===== src/rtl/process_meter_if.sv =====
// process_meter_if
//   Bundles the playback-progress signals between the player core (master)
//   and the process_meter engine (slave).
//   Master drives : ram_addr_out, music_len, bar_mode
//   Slave drives  : process, process_bar, process_full, process_upd, busy
interface process_meter_if #(
  parameter int ADDR_W  = 12,
  parameter int NUM_SEG = 16,
  parameter int SEG_W   = 5
);
  logic [ADDR_W-1:0]  ram_addr_out;
  logic [ADDR_W-1:0]  music_len;
  logic               bar_mode;
  logic [SEG_W-1:0]   process;
  logic [NUM_SEG-1:0] process_bar;
  logic               process_full;
  logic               process_upd;
  logic               busy;

  modport master (
    output ram_addr_out, music_len, bar_mode,
    input  process, process_bar, process_full, process_upd, busy
  );

  modport slave (
    input  ram_addr_out, music_len, bar_mode,
    output process, process_bar, process_full, process_upd, busy
  );
endinterface


===== src/rtl/process_meter.sv =====
// process_meter
//   Playback-progress engine for the display path. Computes
//   floor(addr*NUM_SEG/len) clamped to NUM_SEG with a restoring divider
//   (one quotient bit per cycle) and turns it into a fill or cursor bar.
//   Ports:
//     sys_clk      : system clock
//     sys_rst_n    : asynchronous active-low reset
//     pm (slave)   : ram_addr_out, music_len, bar_mode in;
//                    process, process_bar, process_full, process_upd, busy out
//
//   state  | meaning
//   -------+--------------------------------------------------------------
//   IDLE   | compare inputs with snapshot; start a computation on change
//   DIV    | one restoring-subtract step per cycle, DIV_W steps total
//   DONE   | clamp quotient, register count/bar/full, pulse upd on change
module process_meter #(
  parameter int ADDR_W    = 12,
  parameter int NUM_SEG   = 16,
  parameter int SEG_W     = 5,
  parameter int POS_SHIFT = 2
) (
  input  logic            sys_clk,
  input  logic            sys_rst_n,
  process_meter_if.slave  pm
);

  localparam int DIV_W = ADDR_W + SEG_W;
  localparam int KEY_W = ADDR_W - POS_SHIFT;
  localparam int CNT_W = $clog2(DIV_W);

  localparam logic [DIV_W-1:0] SEG_MUL  = DIV_W'(NUM_SEG);
  localparam logic [SEG_W-1:0] SEG_MAX  = SEG_W'(NUM_SEG);
  localparam logic [CNT_W-1:0] CNT_LAST = CNT_W'(DIV_W - 1);

  typedef enum logic [1:0] {S_IDLE, S_DIV, S_DONE} state_t;

  state_t             state;
  logic [KEY_W-1:0]   key_q;
  logic [ADDR_W-1:0]  len_q;
  logic               mode_q;
  // Dividend shifts out at the top while quotient bits shift in at the
  // bottom; after DIV_W steps the register holds the full quotient.
  logic [DIV_W-1:0]   dq;
  logic [ADDR_W-1:0]  rem;
  logic [CNT_W-1:0]   cnt;

  logic               trigger;
  logic [ADDR_W:0]    rem_sh;
  logic               sub_ok;
  logic [ADDR_W-1:0]  rem_sub;
  logic [SEG_W-1:0]   q_res;
  logic [NUM_SEG-1:0] bar_fill;
  logic [NUM_SEG-1:0] bar_cur;
  logic [NUM_SEG-1:0] bar_res;

  always_comb begin
    trigger = (pm.ram_addr_out[ADDR_W-1:POS_SHIFT] != key_q) ||
              (pm.music_len != len_q) ||
              (pm.bar_mode != mode_q);

    rem_sh  = {rem, dq[DIV_W-1]};
    sub_ok  = (rem_sh >= {1'b0, len_q});
    // Difference is below len whenever it is used, so ADDR_W bits suffice.
    rem_sub = rem_sh[ADDR_W-1:0] - len_q;

    if (len_q == '0)
      q_res = '0;
    else if (dq > SEG_MUL)
      q_res = SEG_MAX;
    else
      q_res = dq[SEG_W-1:0];

    bar_fill = '0;
    bar_cur  = '0;
    for (int i = 0; i < NUM_SEG; i++) begin
      bar_fill[i] = (int'(q_res) > i);
      bar_cur[i]  = (int'(q_res) == i + 1);
    end
    bar_res = mode_q ? bar_cur : bar_fill;
  end

  always_ff @(posedge sys_clk or negedge sys_rst_n) begin
    if (!sys_rst_n) begin
      state           <= S_IDLE;
      key_q           <= '0;
      len_q           <= '0;
      mode_q          <= 1'b0;
      dq              <= '0;
      rem             <= '0;
      cnt             <= '0;
      pm.process      <= '0;
      pm.process_bar  <= '0;
      pm.process_full <= 1'b0;
      pm.process_upd  <= 1'b0;
      pm.busy         <= 1'b0;
    end else begin
      pm.process_upd <= 1'b0;
      case (state)
        S_IDLE: begin
          if (trigger) begin
            key_q   <= pm.ram_addr_out[ADDR_W-1:POS_SHIFT];
            len_q   <= pm.music_len;
            mode_q  <= pm.bar_mode;
            dq      <= {{SEG_W{1'b0}}, pm.ram_addr_out} * SEG_MUL;
            rem     <= '0;
            cnt     <= CNT_LAST;
            pm.busy <= 1'b1;
            state   <= (pm.music_len == '0) ? S_DONE : S_DIV;
          end
        end

        S_DIV: begin
          rem <= sub_ok ? rem_sub : rem_sh[ADDR_W-1:0];
          dq  <= {dq[DIV_W-2:0], sub_ok};
          if (cnt == '0)
            state <= S_DONE;
          else
            cnt <= cnt - 1'b1;
        end

        S_DONE: begin
          pm.process      <= q_res;
          pm.process_bar  <= bar_res;
          pm.process_full <= (q_res == SEG_MAX);
          pm.process_upd  <= (q_res != pm.process) || (bar_res != pm.process_bar);
          pm.busy         <= 1'b0;
          state           <= S_IDLE;
        end

        default: begin
          pm.busy <= 1'b0;
          state   <= S_IDLE;
        end
      endcase
    end
  end

endmodule


===== src/flat_wrapper.sv =====
// flat-port wrapper written by rule: the top's interface ports become plain ports
module process_meter_flat 
#(
  parameter int ADDR_W    = 12,
  parameter int NUM_SEG   = 16,
  parameter int SEG_W     = 5,
  parameter int POS_SHIFT = 2
)
  (sys_clk, sys_rst_n, pm_ram_addr_out, pm_music_len, pm_bar_mode, pm_process, pm_process_bar, pm_process_full, pm_process_upd, pm_busy);
  process_meter_if #(.ADDR_W(ADDR_W), .NUM_SEG(NUM_SEG), .SEG_W(SEG_W)) pm_i ();
  input  logic sys_clk;
  input  logic sys_rst_n;
  input wire logic [$bits(pm_i.ram_addr_out)-1:0] pm_ram_addr_out;
  input wire logic [$bits(pm_i.music_len)-1:0] pm_music_len;
  input wire logic [$bits(pm_i.bar_mode)-1:0] pm_bar_mode;
  output wire logic [$bits(pm_i.process)-1:0] pm_process;
  output wire logic [$bits(pm_i.process_bar)-1:0] pm_process_bar;
  output wire logic [$bits(pm_i.process_full)-1:0] pm_process_full;
  output wire logic [$bits(pm_i.process_upd)-1:0] pm_process_upd;
  output wire logic [$bits(pm_i.busy)-1:0] pm_busy;
  assign pm_i.ram_addr_out = pm_ram_addr_out;
  assign pm_i.music_len = pm_music_len;
  assign pm_i.bar_mode = pm_bar_mode;
  assign pm_process = pm_i.process;
  assign pm_process_bar = pm_i.process_bar;
  assign pm_process_full = pm_i.process_full;
  assign pm_process_upd = pm_i.process_upd;
  assign pm_busy = pm_i.busy;
  process_meter #(.ADDR_W(ADDR_W), .NUM_SEG(NUM_SEG), .SEG_W(SEG_W), .POS_SHIFT(POS_SHIFT)) u_core (.sys_clk(sys_clk), .sys_rst_n(sys_rst_n), .pm(pm_i));
endmodule

===== config.mk =====
export PLATFORM = sky130hd
export DESIGN_NAME = process_meter_flat
export DESIGN_NICKNAME = d
export VERILOG_FILES = /design/src/rtl/process_meter_if.sv /design/src/rtl/process_meter.sv /design/src/flat_wrapper.sv
export SDC_FILE = /design/constraint.sdc
export NUM_CORES = 1
export LEC_CHECK = 0
export ABC_AREA = 1
export BUFFER_PORTS_ARGS = -buffer_cell sky130_fd_sc_hd__buf_2
export CELL_PAD_IN_SITES_DETAIL_PLACEMENT = 0
export CELL_PAD_IN_SITES_GLOBAL_PLACEMENT = 1
export CORE_UTILIZATION = 47
export DETAILED_ROUTE_END_ITERATION = 8
export HOLD_SLACK_MARGIN = 0.15
export PLACE_DENSITY_LB_ADDON = 0.15
export SETUP_SLACK_MARGIN = 0.2
export SYNTH_ARGS = -nofsm -noshare
export SYNTH_HDL_FRONTEND = slang
export SYNTH_SLANG_ARGS = --single-unit

===== constraint.sdc =====
create_clock -name sys_clk -period 3.9 [get_ports sys_clk]
set_input_delay 0.78 -clock sys_clk [delete_from_list [all_inputs] [get_ports sys_clk]]
set_output_delay 0.78 -clock sys_clk [all_outputs]
set_load 0.1 [all_outputs]

Yosys cells after proc, flatten, opt, wreduce, memory -nomap -nowiden. Cells that the tools add are included. W data, S select, Z words.

Add/sub/neg operators: 2. Order comparisons: 18. Eq/ne operators: 27. Mux-type cells: 18. Bitwise operators: 1. Reduce and logical (&&, ||, !) cells: 13.

Operator list (count): $eq A5 B5 Y1 const B (10); $gt A5 B4 Y1 const B (8); $pmux W17 S2 (1); $logic_not A12 Y1 (2); $mux W12 (2); $pmux W12 S2 (1); $eq A5 B4 Y1 const B (4); $gt A5 B3 Y1 const B (4); $mux W5 (4); $gt A17 B5 Y1 const B (1); $mux W17 (1); $mux W16 (1); $ne A16 B16 Y1 (1); $ge A13 B12 Y1 (1); $ne A12 B12 Y1 (1); $sub A12 B12 Y12 (1); $eq A5 B3 Y1 const B (2); $gt A5 B1 Y1 const B (2); $gt A5 B2 Y1 const B (2); $ne A10 B10 Y1 (1); $pmux W5 S2 (1); $reduce_and A2 Y1 (4); $mux W2 (3); $eq A5 B2 Y1 const B (1); 16 further kinds (20).

Register bits: 83. Bits of input ports: 27. Output and inout port bits: 24. Logic and storage cells: 91.

Longest topological paths before layout.
Depth after elaboration: 8. Mapped depth: 19. Mapped depth without buffers: 19.

Worst setup path after synthesis. No wires, ideal clock.

Path kind: input-to-reg. From: in pm_ram_addr_out[4]. To: reg u_core.cnt[2]. Setup time: 0.129 ns. Arrival: 1.990 ns. Data required time: 3.771 ns. Setup slack: 1.781 ns. Cell stages on the path: 10. Path buffers: 1. Cells stage by stage: xnor2_1 > nand2_1 > nor4_1 > nand3_1 > nand2_1 > buf_2 > nand2_1 > nand2_1 > xor2_1 > nor2_1.

Longest elaborated chain between the ends: 5.

RTL lines: from (decl) (RTL line flat_wrapper.sv:13) `input wire logic [$bits(pm_i.ram_addr_out)-1:0] pm_ram_addr_out;`; $ne A10 B10 Y1 (RTL line process_meter.sv:57) `trigger = (pm.ram_addr_out[ADDR_W-1:POS_SHIFT] != key_q) ||`; $logic_or A1 B1 Y1 (RTL line process_meter.sv:57); $logic_or A1 B1 Y1 (RTL line process_meter.sv:58) `(pm.music_len != len_q) ||`; $ne A2 B1 Y1 (no source line); $reduce_and A3 Y1 (no source line); to (signal assigned) (RTL line process_meter.sv:118) `cnt <= cnt - 1'b1;`; to (decl) (RTL line process_meter.sv:45) `logic [CNT_W-1:0] cnt;`.

Every way passes these cells. A chain may end at the register's enable or synchronous reset.

Worst setup path in the final report.
From: reg u_core.mode_q. To: reg u_core.dq[5].

Longest elaborated chain between the ends: 4.

RTL lines: from (decl) (RTL line process_meter.sv:40) `logic mode_q;`; from (signal assigned) (RTL line process_meter.sv:103) `mode_q <= pm.bar_mode;`; $ne A1 B1 Y1 (RTL line process_meter.sv:59) `(pm.bar_mode != mode_q);`; $logic_or A1 B1 Y1 (RTL line process_meter.sv:58); $ne A2 B1 Y1 (no source line); $reduce_and A2 Y1 (no source line); to (signal assigned) (RTL line process_meter.sv:104) `dq <= {{SEG_W{1'b0}}, pm.ram_addr_out} * SEG_MUL;`; to (signal assigned) (RTL line process_meter.sv:114) `dq <= {dq[DIV_W-2:0], sub_ok};`; to (decl) (RTL line process_meter.sv:43) `logic [DIV_W-1:0] dq;`.

Every way passes these cells.

==> flow_summary_export.csv <==
group,metric,value,unit
sta,max_freq,375.9,MHz
floorplan,die_area,0.01143,mm²
layout,nets,802,
placed_design,dp_hpwl,9843,µm
synthesis,syn-num-nets,752,
critical_path,r2r_cells,8,
critical_path,worstSetupPathType,"reg -> reg",
critical_path,start_kind,"flip-flop",
global_routing,grt_overflow,0,
floorplan,ios,51,
critical_path,crit_buf_inv,1,
route,first_pass_iters,4,
placed_design,place_congestion,0.8383,
critical_path,worstPathRequired,4.15,ns
synthesis,synth_edf_count,0,
synthesis,syn_avg_cell_area,7.283,µm²
global_routing,grt_pass1_wl,21980,µm
clocking,cts_sinks,83,
clocking,htree_levels,3,
critical_path,crit_fanout,25,
critical_path,crit_path_max_incr_delay,0.77,ns
sta,fin_ws,1.240,ns
critical_path,r2r_slack,1.24,ns
critical_path,slowest_stage,"dfrtp_1",
synthesis,yosys_warnings,0,
sta,min_period,2.660,ns
floorplan,start_util,49.21,%
synthesis,synthCells,710,
sta,hold_violations,0,
clocking,cts_buffers,9,
critical_path,crit_family,"flip-flops",
floorplan,core_area,0.01051,mm²
synthesis,ys_async_sr_fraction,100.0,%
layout,syn_to_final_growth,11.57,%
clocking,clockBufferDepth,2,
layout,layout_common_cells,"216 x nand2_1, 91 x inv_1, 83 x dfrtp_1",
clocking,cts_hold_buffers,0,
global_routing,grt_max_degree,39,
critical_path,critical_path_arrival,2.91,ns
sta,finalCritPeriodShare,68.21,%
sta,setup_violations,0,
sta,skew,0.007804,ns
layout,final_common_cell,"nand2_1",
floorplan,fp-row-count,37,
global_routing,grtUsageTotal,24.61,%
synthesis,ys_ff_latch,83,
sta,worst_slew_pin_slew,0.7777,ns
route,wl,12970,µm
clocking,insertion_delay,0.37,ns
global_routing,first_global_vias,4724,
clocking,postCtsSetupBuffers,0,
route,vias_per_cell,5.232,
critical_path,cpMostUsedCell,"nand3_1",
route,wl_per_cell,14.39,µm
global_routing,grt_antenna_before_repair,0,
critical_path,r2r_end,"u_core.dq[5]",
run_status,status,"complete, no violations",
clocking,cts_tree,"built",
worst_hold_path,min-delay-path-class,"in -> async",
layout,n_antenna_cell,0,
sta,slew_violations,0,
route,drc,0,
job,drv_cap,0,
route,vias,4714,
clocking,clock-root-buffer,"clkbuf_8",
floorplan,die_w,106.9,µm
critical_path,worstSetupEndpointType,"flip-flop",
sta,slew_headroom,48.09,%
critical_path,r2r-start,"u_core.mode_q",
sta,rsz0062_at_grt,"false",
clocking,clk_pin_slew,0.09,ns
synthesis,syn_area,0.005171,mm²
sta,tns,0,ns
placed_design,io_buffers,50,
clocking,cts_resized,0,
route,drt-initial-drc-count,297,
placed_design,pre_cts_slack,0.9047,ns
critical_path,path_cells,"xnor2_1 -> nand3_1 -> nor3_1 -> nand3_1 -> nand2_1 -> inv_1 -> a22oi_1 -> o21ai_0",
synthesis,synth_cell_type_count,38,
route,antenna_left,0,
synthesis,ys.flop_type,"dfrtp_1",
floorplan,die_y,106.9,µm
synthesis,ys_seq_area_share,40.16,%
layout,layout-drive-gt1-share,13.07,%
-- final cells by class --
cell class	instances	area [µm²]
fillers	1012	4740
multi-input cells	513	2645
flip-flops and latches	83	2077
inverters	95	361.6
repair buffers	58	312.8
well taps	136	170.2
clock buffers	11	141.4
clock inverters	5	61.31
-- through the flow --
step                      hold slack, ns  cell area [µm²]  utilization [%]  instances
after floorplan                   0.4577             5171                -        710
after global placement            0.4591             5567            52.97        885
after detailed placement          0.4674             5567            52.97        885
after CTS                         0.4034             5769            54.90        901
after global routing              0.4130             5769            54.90        901
final                             0.3808             5769            54.90        901
-- cell families (layout without fill, tap and decap cells) --
logic type / Yosys count / in the layout / share of synthesized area, %
fa+ha+maj: 15 / 15 / 3.775
flops: 83 / 83 / 40.16
simple gates: 371 / 371 / 31.43
buf+inv: 114 / 169 / 8.686
xor+xnor: 28 / 28 / 4.742
compound gates: 99 / 99 / 11.20
-- worst max path at each step --
| stage | depth (start not counted) | slack, ns | from | end |
|---|---|---|---|---|
| after floorplan | 10 | 1.78 | pm_ram_addr_out[4] | u_core.cnt[2] |
| after global placement | 9 | 0.99 | pm_ram_addr_out[9] | u_core.dq[5] |
| after detailed placement | 9 | 0.90 | pm_ram_addr_out[9] | u_core.dq[5] |
| after CTS | 8 | 1.22 | u_core.mode_q | u_core.dq[5] |
| after global routing | 8 | 0.89 | u_core.mode_q | u_core.dq[5] |
| final | 8 | 1.24 | u_core.mode_q | u_core.dq[5] |
-- sequential cells by signal, indices dropped and copies added (netlist names) --
name and cells:
u_core.pm.process_upd 1, u_core.rem 12, u_core.mode_q 1, u_core.key_q 10, u_core.dq 17, u_core.state 2
u_core.len_q 12, u_core.pm.busy 1, u_core.pm.process_full 1, u_core.pm.process 5, u_core.pm.process_bar 16, u_core.cnt 5
-- routing by layer --
| metal | track usage (%) | part of all wire (%) | vias up |
|---|---|---|---|
| met3 | 4.195 | 3.4 | 19 |
| li1 | - | - | 2384 |
| met2 | 43.23 | 49 | 98 |
| met4 | 9.295 | 2.0 | 0 |
| met1 | 30.08 | 45 | 2213 |
| met5 | 0 | 0 | - |
-- synthesized netlist by cell type, types with 4 or more instances --
library cell	number	area share, %
nand3_1	39	3.8
a21oi_1	12	1.2
ha_1	14	3.4
o22ai_1	10	1.2
nor2_1	56	4.1
o221ai_1	7	1.2
nand2_2	6	0.73
clkbuf_1	10	0.73
nor2_2	9	1.1
nand4_1	18	2.2
xnor2_1	17	2.9
buf_2	7	0.68
inv_1	91	6.6
nand2_1	216	16
xor2_1	11	1.9
dfrtp_1	83	40
nor3_1	11	1.1
o21ai_0	56	5.4
a32o_1	4	0.77
nor4_1	4	0.48
Power is left out: the tool's default activity adds up to more than one toggle a clock period on the data nets, which glitch-free logic cannot reach.
